**src/rtl/maze_loader.sv**
```systemverilog
// maze_loader: accepts a maze as a stream of row words and serialises each row
// into one-cell-per-clock writes for the maze memory, rejecting mazes whose start or goal is a wall.
module maze_loader #(
    parameter int N = 16
) (
    input  logic                     clk,
    input  logic                     rst,
    input  logic                     load,
    input  logic [N-1:0]             rowIn,
    input  logic                     rowValid,
    output logic                     rowReady,
    output logic [2*$clog2(N)-1:0]   loc,
    output logic                     dOut,
    output logic                     wr,
    output logic                     busy,
    output logic                     done,
    output logic                     fail
);

    localparam int LW = $clog2(N);
    localparam logic [LW-1:0] LAST = LW'(N - 1);

    typedef enum logic [2:0] {
        IDLE,
        WAIT_ROW,
        WRITE,
        DONE,
        FAIL
    } state_e;

    state_e         state_q, state_d;
    logic [LW-1:0]  row_q, row_d;
    logic [LW-1:0]  col_q, col_d;
    logic [N-1:0]   shift_q, shift_d;

    always_ff @(posedge clk or negedge rst) begin
        if (!rst) begin
            state_q <= IDLE;
            row_q   <= '0;
            col_q   <= '0;
            shift_q <= '0;
        end else begin
            state_q <= state_d;
            row_q   <= row_d;
            col_q   <= col_d;
            shift_q <= shift_d;
        end
    end

    always_comb begin
        state_d = state_q;
        row_d   = row_q;
        col_d   = col_q;
        shift_d = shift_q;
        unique case (state_q)
            IDLE, DONE, FAIL: begin
                if (load) begin
                    state_d = WAIT_ROW;
                    row_d   = '0;
                    col_d   = '0;
                end
            end
            WAIT_ROW: begin
                if (rowValid) begin
                    shift_d = rowIn;
                    // A wall on the start or goal cell rejects the maze before anything of that row is written.
                    if ((row_q == '0 && rowIn[0]) || (row_q == LAST && rowIn[N-1])) begin
                        state_d = FAIL;
                    end else begin
                        state_d = WRITE;
                        col_d   = '0;
                    end
                end
            end
            WRITE: begin
                shift_d = shift_q >> 1;
                col_d   = col_q + 1'b1;
                if (col_q == LAST) begin
                    col_d = '0;
                    if (row_q == LAST) begin
                        state_d = DONE;
                    end else begin
                        row_d   = row_q + 1'b1;
                        state_d = WAIT_ROW;
                    end
                end
            end
            default: begin
                state_d = IDLE;
            end
        endcase
    end

    // Every output comes from registers only, so there is no combinational path from any input.
    assign loc      = {row_q, col_q};
    assign dOut     = shift_q[0];
    assign wr       = (state_q == WRITE);
    assign rowReady = (state_q == WAIT_ROW);
    assign busy     = (state_q == WAIT_ROW) || (state_q == WRITE);
    assign done     = (state_q == DONE);
    assign fail     = (state_q == FAIL);

endmodule

```
**config.mk**
```make
export PLATFORM = sky130hd
export DESIGN_NAME = maze_loader
export DESIGN_NICKNAME = d
export VERILOG_FILES = /design/src/rtl/maze_loader.sv
export SDC_FILE = /design/constraint.sdc
export NUM_CORES = 1
export LEC_CHECK = 0
export CAP_MARGIN = 20
export CORE_AREA = 2 2 63 65
export CTS_CLUSTER_SIZE = 40
export DETAILED_ROUTE_END_ITERATION = 12
export DIE_AREA = 0 0 65 67
export GPL_TIMING_DRIVEN = 1
export PLACE_DENSITY_LB_ADDON = 0.12
export SETUP_SLACK_MARGIN = 0.2
export SYNTH_ARGS = -nofsm -noshare
export SYNTH_HDL_FRONTEND = slang
export SYNTH_SLANG_ARGS = --single-unit
```
**constraint.sdc**
```tcl
create_clock -name clk -period 2 [get_ports clk]
set_clock_uncertainty 0.05 [all_clocks]
set_input_delay 0.6 -clock clk [delete_from_list [all_inputs] [get_ports clk]]
set_output_delay 0.6 -clock clk [all_outputs]
set_load 0.02 [all_outputs]
```
=== After elaboration in Yosys (flattened, before gate mapping) ===
Cells that the tools add are included.

* Flip-flop bits (word level): 27
* Latch bits: 0
* RAM bits: 0
* Bits in read-only memories: 0
* Word-level logic and storage cells: 47
* Memories: 0

* $add $sub $neg: 2
* Multiply operators: 0
* Divide/modulo/power cells: 0
* Order comparisons: 0
* Equality and inequality tests: 11
* Shifts and indexed selects: 0
* Muxes and demuxes: 16
* Bitwise logic cells: 0
* Reductions and logical operators: 14

{| class="wikitable"
|+ Operator list
! operator !! number
|-
| $pmux 16 s2 || 1
|-
| $mux 4 || 6
|-
| $mux 16 || 1
|-
| $mux 3 || 4
|-
| $pmux 4 s3 || 1
|-
| $pmux 3 s3 || 1
|-
| $add 4x1->4 const B || 2
|-
| $eq 4x4->1 const B || 2
|-
| $ne 2x2->1 const B || 4
|-
| $pmux 4 s2 || 1
|-
| $reduce_and 4->1 || 2
|-
| $eq 3x2->1 const B || 2
|-
| $logic_not 4->1 || 1
|-
| $reduce_bool 2->1 || 2
|-
| $eq 3x1->1 const B || 1
|-
| $eq 3x3->1 const B || 1
|-
| $logic_not 3->1 || 1
|-
| $reduce_and 3->1 || 1
|-
| $reduce_bool 3->1 || 1
|-
| $reduce_or 3->1 || 1
|-
| $logic_and 1x1->1 || 2
|-
| $logic_or 1x1->1 || 2
|-
| $mux 2 || 1
|-
| $ne 2x1->1 const B || 1
|-
| $reduce_and 2->1 || 1
|}

=== Longest topological paths before layout ===
Gate-level depths: netlist of the first run.

* Depth in word-level cells: 6
* Depth in mapped cells: 7
* Mapped depth without buffers: 5

=== Worst setup path before layout of the first run ===
No wires, ideal clock.

* Path type: flip-flop to output port
* Start point: register state_q[2]
* End point: output port wr
* Data arrival time: 1.305 ns
* Path slack: 0.045 ns
* Cell stages (with the launch flop): 6
* Buffers on the path: 3
* Cell sequence: dfrtp_1 > buf_2 > or3b_4 > inv_2 > buf_4 > buf_4

* Cells in the longest elaborated chain, start to end: 1

{| class="wikitable"
|+ RTL lines
! item !! RTL line !! RTL
|-
| start: declaration || 31 || <nowiki>state_e state_q, state_d;</nowiki>
|-
| start signal: assignment || 43 || <nowiki>state_q <= state_d;</nowiki>
|-
| $eq 3x2->1 || 97 || <nowiki>assign wr = (state_q == WRITE);</nowiki>
|-
| end: declaration || 14 || <nowiki>output logic wr,</nowiki>
|}

No other way between the ends.

=== Worst setup path in the final report of the first run ===
* Start point: register state_q[1]
* End point: output port busy

* Cells in the longest elaborated chain, start to end: 2
* Elaborated cells on any way between the ends: 3

{| class="wikitable"
|+ RTL lines
! item !! RTL line !! RTL
|-
| $eq 3x1->1 / $eq 3x2->1 (equally long branches) || 99 || <nowiki>assign busy = (state_q == WAIT_ROW) || (state_q == WRITE);</nowiki>
|-
| $logic_or 1x1->1 (*) || 99 ||
|-
| end: declaration || 15 || <nowiki>output logic busy,</nowiki>
|}

Mark *: on every way between the ends. The rest lies on a longest branch, timed or not.

==> flow_summary.yaml, run 1 <==
floorplan:
  start_util: 0.401
  die_w_um: 65
  top_level_ports: 34
  fp.dieArea_um2: 4360
  die_h_um: 67
  core_um2: 3610
  rows: 22
place:
  place_area_um2: 1940
  io_buffers: 33
  dp_hpwl_um: 2270
  gp_congestion: 0.848
clock_network:
  clock_latency_ns: 0.27
  numCtsBuffers: 3
  cts_tree: "yes"
  cts.sinks: 27
  cts_buffer_depth: 2
  cts_root_buf: "clkbuf_8"
  ctsHtreeMaxLevel: 1
  cts.clk_slew.worst_paths_ns: 0.09
power_and_ir_drop:
  p_total_mw: 2.54
  irDropWorstVdd_uv: 565
  clock_power_share: 0.119
  p_sw_mw: 0.950
  p_leak_nw: 0.929
  comb_power_share: 0.520
  internal-power_mw: 1.59
  power.density_nw_per_um2: 1230
  swShare: 0.374
  seqPwrFrac: 0.361
logic_synthesis:
  synth_top_flop_cell: "dfrtp_1"
  syn_avg_cell_area_um2: 9.98
  synth-edff-count: 0
  ys_seq_area_frac: 0.467
  synth_seq_cells: 27
  synth_cell_types: 40
  syn_area_um2: 1450
  yosysTopAreaCell: "dfrtp_1"
  yosysTopAreaCellShare: 0.467
  yosys_warnings: 0
  syn_inst: 145
  synth_top_cells_by_area: "dfrtp_1 47%, mux2i_1 12%, o21ai_0 5.9%"
  syn-num-nets: 168
  synth-async-reset-ratio: 1.00
routing:
  via_count: 1199
  wl_um: 3100
  drt-initial-drc-count: 79
  dr.pass1.iters: 4
  ant_nets: 0
  drc_errors: 0
  viasPerCell: 4.98
  wl_per_cell_um: 12.9
setup_path:
  r2r_slack_ns: 0.28
  cp-start-kind: "flip-flop"
  worst_ep_arrival_time_ns: 1.33
  path_max_fanout: 5
  endpoint_kind: "output pin"
  required_ns: 1.35
  critical_path_class: "reg2out"
global_routing:
  grtUsageTotal: 0.153
  grt_max_degree: 41
  grt_pass1_vias: 1187
  grt_remaining_overflow: 0
  antenna_found_initial: 0
  grt_pass1_wl_um: 5230
timing:
  setup_tns_ns: 0
  fin_crit_sh: 0.990
  tightest_slew_ns: 0.352
  fmax_mhz: 505
  period_needed_ns: 1.98
  hold_viol_final: 0
  finalSetupViolCount: 0
  rsz0062_at_grt: "true"
  final-max-slew-violation-count: 0
  relSlewSlack: 0.765
final_layout:
  postLayoutCellArea_um2: 2060
  nNetsFinal: 217
  area_growth_pct: 42.4
  postLayoutCoreUtil: 0.572
  antenna_cells: 0
  drive_gt1_frac: 0.244
job:
  max_cap_violations: 0
min_path:
  worstHoldPathType: "reg2reg"
status:
  status: "completed"
[cells in the mapped netlist, drive strengths merged (3+ instances only)]
library cell	instances
nor2	6
mux2i	18
a21oi	4
buf	7
nand2	22
a21o	3
inv	5
nor2b	3
nand3	4
o21ai	18
nor3b	3
dfrtp	27
ha	3
[worst max-delay path, stage by stage (launching register included)]
cell and delay, ns:
dfrtp_1 0.41, or3b_4 0.44, o21ai_2 0.08, buf_6 0.13
[worst paths after layout]
kind | startpoint | end | cells past startpoint
hold reg to reg | shift_q[5] | shift_q[4] | 2
setup / recovery | state_q[1] | busy | 3
hold / removal | shift_q[5] | shift_q[4] | 2
max in group asynchronous | rst | row_q[0] | 2
min in group asynchronous | rst | state_q[0] | 2
setup reg to reg | state_q[1] | row_q[1] | 7
[cell type report]
| cell class | instances | area [µm²] |
|---|---|---|
| Timing Repair Buffer | 52 | 504 |
| Clock buffer | 3 | 41.3 |
| Clock inverter | 1 | 5.00 |
| Tap cell | 48 | 60.1 |
| Fill cell | 325 | 1540 |
| Sequential cell | 27 | 677 |
| Multi-Input combinational cell | 105 | 753 |
| Inverter | 5 | 21.3 |
[sequential cells by signal, indices dropped and copies added (netlist names)]
name and cells:
row_q 4, state_q 3, shift_q 16, col_q 4
[cell families after synthesis]
family | Yosys count | synth area share
multiplexers | 18 | 0.124
buffers and inverters | 13 | 0.0467
AND/OR/NAND/NOR | 47 | 0.169
flip-flops | 27 | 0.467
adder cells (fa/ha/maj) | 3 | 0.0259
AO/OA/AOI/OAI | 37 | 0.168
[cells in the final DEF (no fill, tap or decap), types with 2 or more instances in the layout]
cell	count
dfrtp_1	26
nand2_1	21
mux2i_1	18
clkdlybuf4s50_1	18
buf_4	17
o21ai_0	14
dlygate4sd2_1	9
inv_1	4
nand3_1	4
nor2_1	4
buf_6	4
a21o_1	3
a21oi_1	3
ha_1	3
clkbuf_8	3
buf_12	3
nor3b_2	2
nor2_2	2
o21ai_2	2
nor2b_1	2
o21ai_1	2
[through the flow]
step | hold WS [ns] | worst slack [ns] | instances
2_1_floorplan | 0.254 | 0.135 | 145
3_3_place_gp | 0.411 | -0.123 | 235
3_5_place_dp | 0.428 | -0.147 | 235
4_1_cts | 0.449 | 0.0348 | 240
5_1_grt | 0.477 | -0.0290 | 241
6_report | 0.440 | 0.0210 | 241
[power by group through the flow]
| stage | registers (mW) | logic (mW) | clock network, mW |
|---|---|---|---|
| after CTS | 0.916 | 1.29 | 0.314 |
| after global routing | 0.949 | 1.46 | 0.337 |
| after floorplan | 0.947 | 0.726 | 0 |
| final | 0.918 | 1.32 | 0.302 |
| after detailed placement | 0.930 | 1.27 | 0 |
| after global placement | 0.914 | 1.23 | 0 |
[what timing repair did]
action                     in CTS  in global routing
cloned                          0                  0
gates resized for setup        47                 13
pin swaps                       1                  4
setup buffers                   1                  1
setup endpoints to repair      19                 27
hold buffers                    0                  0
[routing by layer]
layer	wire length, µm	track usage	share of wire
met4	6	0.0266	0.0019
met3	128	0.0287	0.041
met2	1490	0.274	0.48
met1	1470	0.193	0.47
met5	0	0	0
Note: power is estimated with default switching activity, not from simulation.
==> run 2: changes to the inputs <==
--- a/config.mk
+++ b/config.mk
@@ -5,11 +5,12 @@
 export SDC_FILE = /design/constraint.sdc
 export NUM_CORES = 1
 export LEC_CHECK = 0
+export ABC_AREA = 1
 export CAP_MARGIN = 20
-export CORE_AREA = 2 2 63 65
+export CORE_AREA = 2 2 66 68
 export CTS_CLUSTER_SIZE = 40
 export DETAILED_ROUTE_END_ITERATION = 12
-export DIE_AREA = 0 0 65 67
+export DIE_AREA = 0 0 68 70
 export GPL_TIMING_DRIVEN = 1
 export PLACE_DENSITY_LB_ADDON = 0.12
 export SETUP_SLACK_MARGIN = 0.2
==> constraint.sdc (replaced) <==
create_clock -name clk -period 2 [get_ports clk]
set_clock_uncertainty 0.05 [all_clocks]
set_input_delay 0.6 -clock clk [delete_from_list [all_inputs] [get_ports clk]]
set_output_delay 0.6 -clock clk [all_outputs]
set_load 0.005 [all_outputs]
==> flow_summary.yaml, run 2 <==
status:
  status: "completed"
floorplan:
  fp.dieArea_um2: 4760
  rows: 24
  top_level_ports: 34
  core_um2: 4140
  start_util: 0.388
  die_w_um: 68
  die_h_um: 70
global_routing:
  grt_max_degree: 35
  antenna_found_initial: 0
  grt_pass1_vias: 1473
  grt_remaining_overflow: 0
  grt_pass1_wl_um: 6420
  grtUsageTotal: 0.170
setup_path:
  worst_ep_arrival_time_ns: 1.18
  required_ns: 1.35
  worstSetupEndpoint: "fail"
  cp-start-kind: "flip-flop"
  cp-startpoint: "state_q[0]"
  path_max_fanout: 4
  crit_family: "flip-flops"
  slowest_delay_ns: 0.43
  reg2reg_from: "state_q[1]"
  endpoint_kind: "output pin"
  worstPathBufferInverterCount: 3
  crit_slowest_cell: "dfrtp_2"
  critical_path_class: "reg2out"
  crit_chain: "buf_6 > nor2_4 > inv_2 > nor2_1 > buf_2"
  r2r_slack_ns: 0.34
  cp_num_cells: 5
  reg2reg_to: "row_q[0]"
  rr_worst_depth: 12
timing:
  final-max-slew-violation-count: 0
  fmax_mhz: 547
  setup_tns_ns: 0
  relSlewSlack: 0.761
  rsz0062_at_grt: "true"
  hold_viol_final: 0
  finalSetupViolCount: 0
  period_needed_ns: 1.83
  fin_crit_sh: 0.914
  tightest_slew_ns: 0.358
final_layout:
  area_growth_pct: 41.5
  largest-register: "shift_q"
  drive_gt1_frac: 0.299
  most-common-layout-cells: "68 x nand2_1, 24 x buf_4, 23 x inv_1, 23 x dfrtp_1, 19 x clkdlybuf4s50_1"
  postLayoutCellArea_um2: 2270
  nNetsFinal: 292
  largest_reg_flops: 16
  final_common_cell: "nand2_1"
  reg.largest.list: "shift_q x16, col_q x4, row_q x4"
  antenna_cells: 0
place:
  dp_hpwl_um: 2330
  place_area_um2: 2020
  io_buffers: 33
  gp_congestion: 0.798
logic_synthesis:
  syn_area_um2: 1610
  syn_inst: 206
  synth-edff-count: 0
  ys_seq_area_frac: 0.420
  syn-num-nets: 229
  yosysTopAreaCell: "dfrtp_1"
  synth_cell_types: 27
  yosys_warnings: 0
  syn_avg_cell_area_um2: 7.80
  synth-async-reset-ratio: 1.00
  yosysTopAreaCellShare: 0.420
  synth_top_cells_by_area: "dfrtp_1 42%, nand2_1 17%, o21ai_2 7.6%"
  synth_top_flop_cell: "dfrtp_1"
  synth_commonest_cells: "71 x nand2_1, 27 x dfrtp_1, 23 x inv_1"
  synth_seq_cells: 27
  synth.most_common_cell: "nand2_1"
routing:
  ant_nets: 0
  viasPerCell: 4.72
  wl_per_cell_um: 11.7
  drt-initial-drc-count: 59
  via_count: 1511
  drc_errors: 0
  wl_um: 3750
  dr.pass1.iters: 4
clock_network:
  numCtsBuffers: 3
  ctsHtreeMaxLevel: 1
  cts_buffer_depth: 2
  cts_tree: "yes"
  cts.sinks: 27
  cts_root_buf: "clkbuf_8"
  cts.clk_slew.worst_paths_ns: 0.09
  clock_latency_ns: 0.27
power_and_ir_drop:
  power.density_nw_per_um2: 1160
  irDropWorstVdd_uv: 509
  p_leak_nw: 1.20
min_path:
  worstHoldPathType: "reg2reg"
job:
  max_cap_violations: 0
## run 2: cell types whose count changed in the layout (fill, tap and decap cells not counted), sizes merged, moves of 2 or more
| cell | delta |
|---|---|
| buf | +13 |
| nor3b | -3 |
| nand2 | +54 |
| nand3 | +8 |
| nor2b | -3 |
| o21ai | +15 |
| mux2i | -18 |
| xnor2 | +2 |
| a21o | -3 |
| nor2 | +7 |
| inv | +21 |
| a21oi | -3 |
| dlygate4sd2 | -2 |
## run 2: report_power, final
group          internal [mW]  switching (mW)
Combinational          0.688           0.827
Sequential             0.747          0.0701
Clock                  0.139           0.171
Total                   1.57            1.07
## run 2: how the worst min path moves through the flow
stage / from / end / cells after the start
2_1_floorplan: rst / col_q[0] / 0
3_3_place_gp: shift_q[11] / shift_q[11] / 2
3_5_place_dp: shift_q[14] / shift_q[14] / 2
4_1_cts: shift_q[7] / shift_q[7] / 2
5_1_grt: shift_q[7] / shift_q[7] / 2
6_report: shift_q[7] / shift_q[7] / 2
## run 2: worst register-to-register path, delay by kind of cell (launching register included)
family / cells / cell delay [ns]
DFF: 1 / 0.45
buffers and inverters: 5 / 0.62
and+or+nand+nor: 7 / 0.51
## run 2: area by class of cell
cell class	count	area (µm²)
clock buffers	3	41.3
clock inverters	1	5.00
fillers	405	1870
inverters	26	97.6
multi-input cells	146	805
flip-flops and latches	27	681
well taps	52	65.1
repair buffers	65	581
## run 2: metrics by stage
| step | worst slack (ns) | utilization | std cells | power, mW | hold WS, ns |
|---|---|---|---|---|---|
| floorplan | 0.382 | - | 206 | 1.72 | 0.254 |
| global placement | 0.0400 | 0.487 | 294 | 2.10 | 0.447 |
| detailed placement | 0.0480 | 0.487 | 294 | 2.11 | 0.455 |
| CTS | 0.156 | 0.535 | 317 | 2.58 | 0.481 |
| global route | 0.114 | 0.549 | 320 | 2.88 | 0.494 |
| finish | 0.172 | 0.549 | 320 | 2.64 | 0.472 |
## run 2: timing repair
item                       CTS  global route
hold buffers                 0             0
pin swaps                    7             6
resized for setup           41             9
buffers inserted            19             3
setup endpoints to repair   13             8
## run 2: per-layer routing
layer	GRT usage	up-vias	wire (µm)
met1	0.224	702	1720
met2	0.277	33	1790
met3	0.0258	8	151
li1	-	768	-
met5	0	-	0
met4	0.0578	0	78
## run 2: logic make-up after synthesis
kind of cell	synth area share
compound gates	0.150
flops	0.420
fa+ha+maj	0.0233
simple gates	0.285
buf+inv	0.105
xor+xnor	0.0163
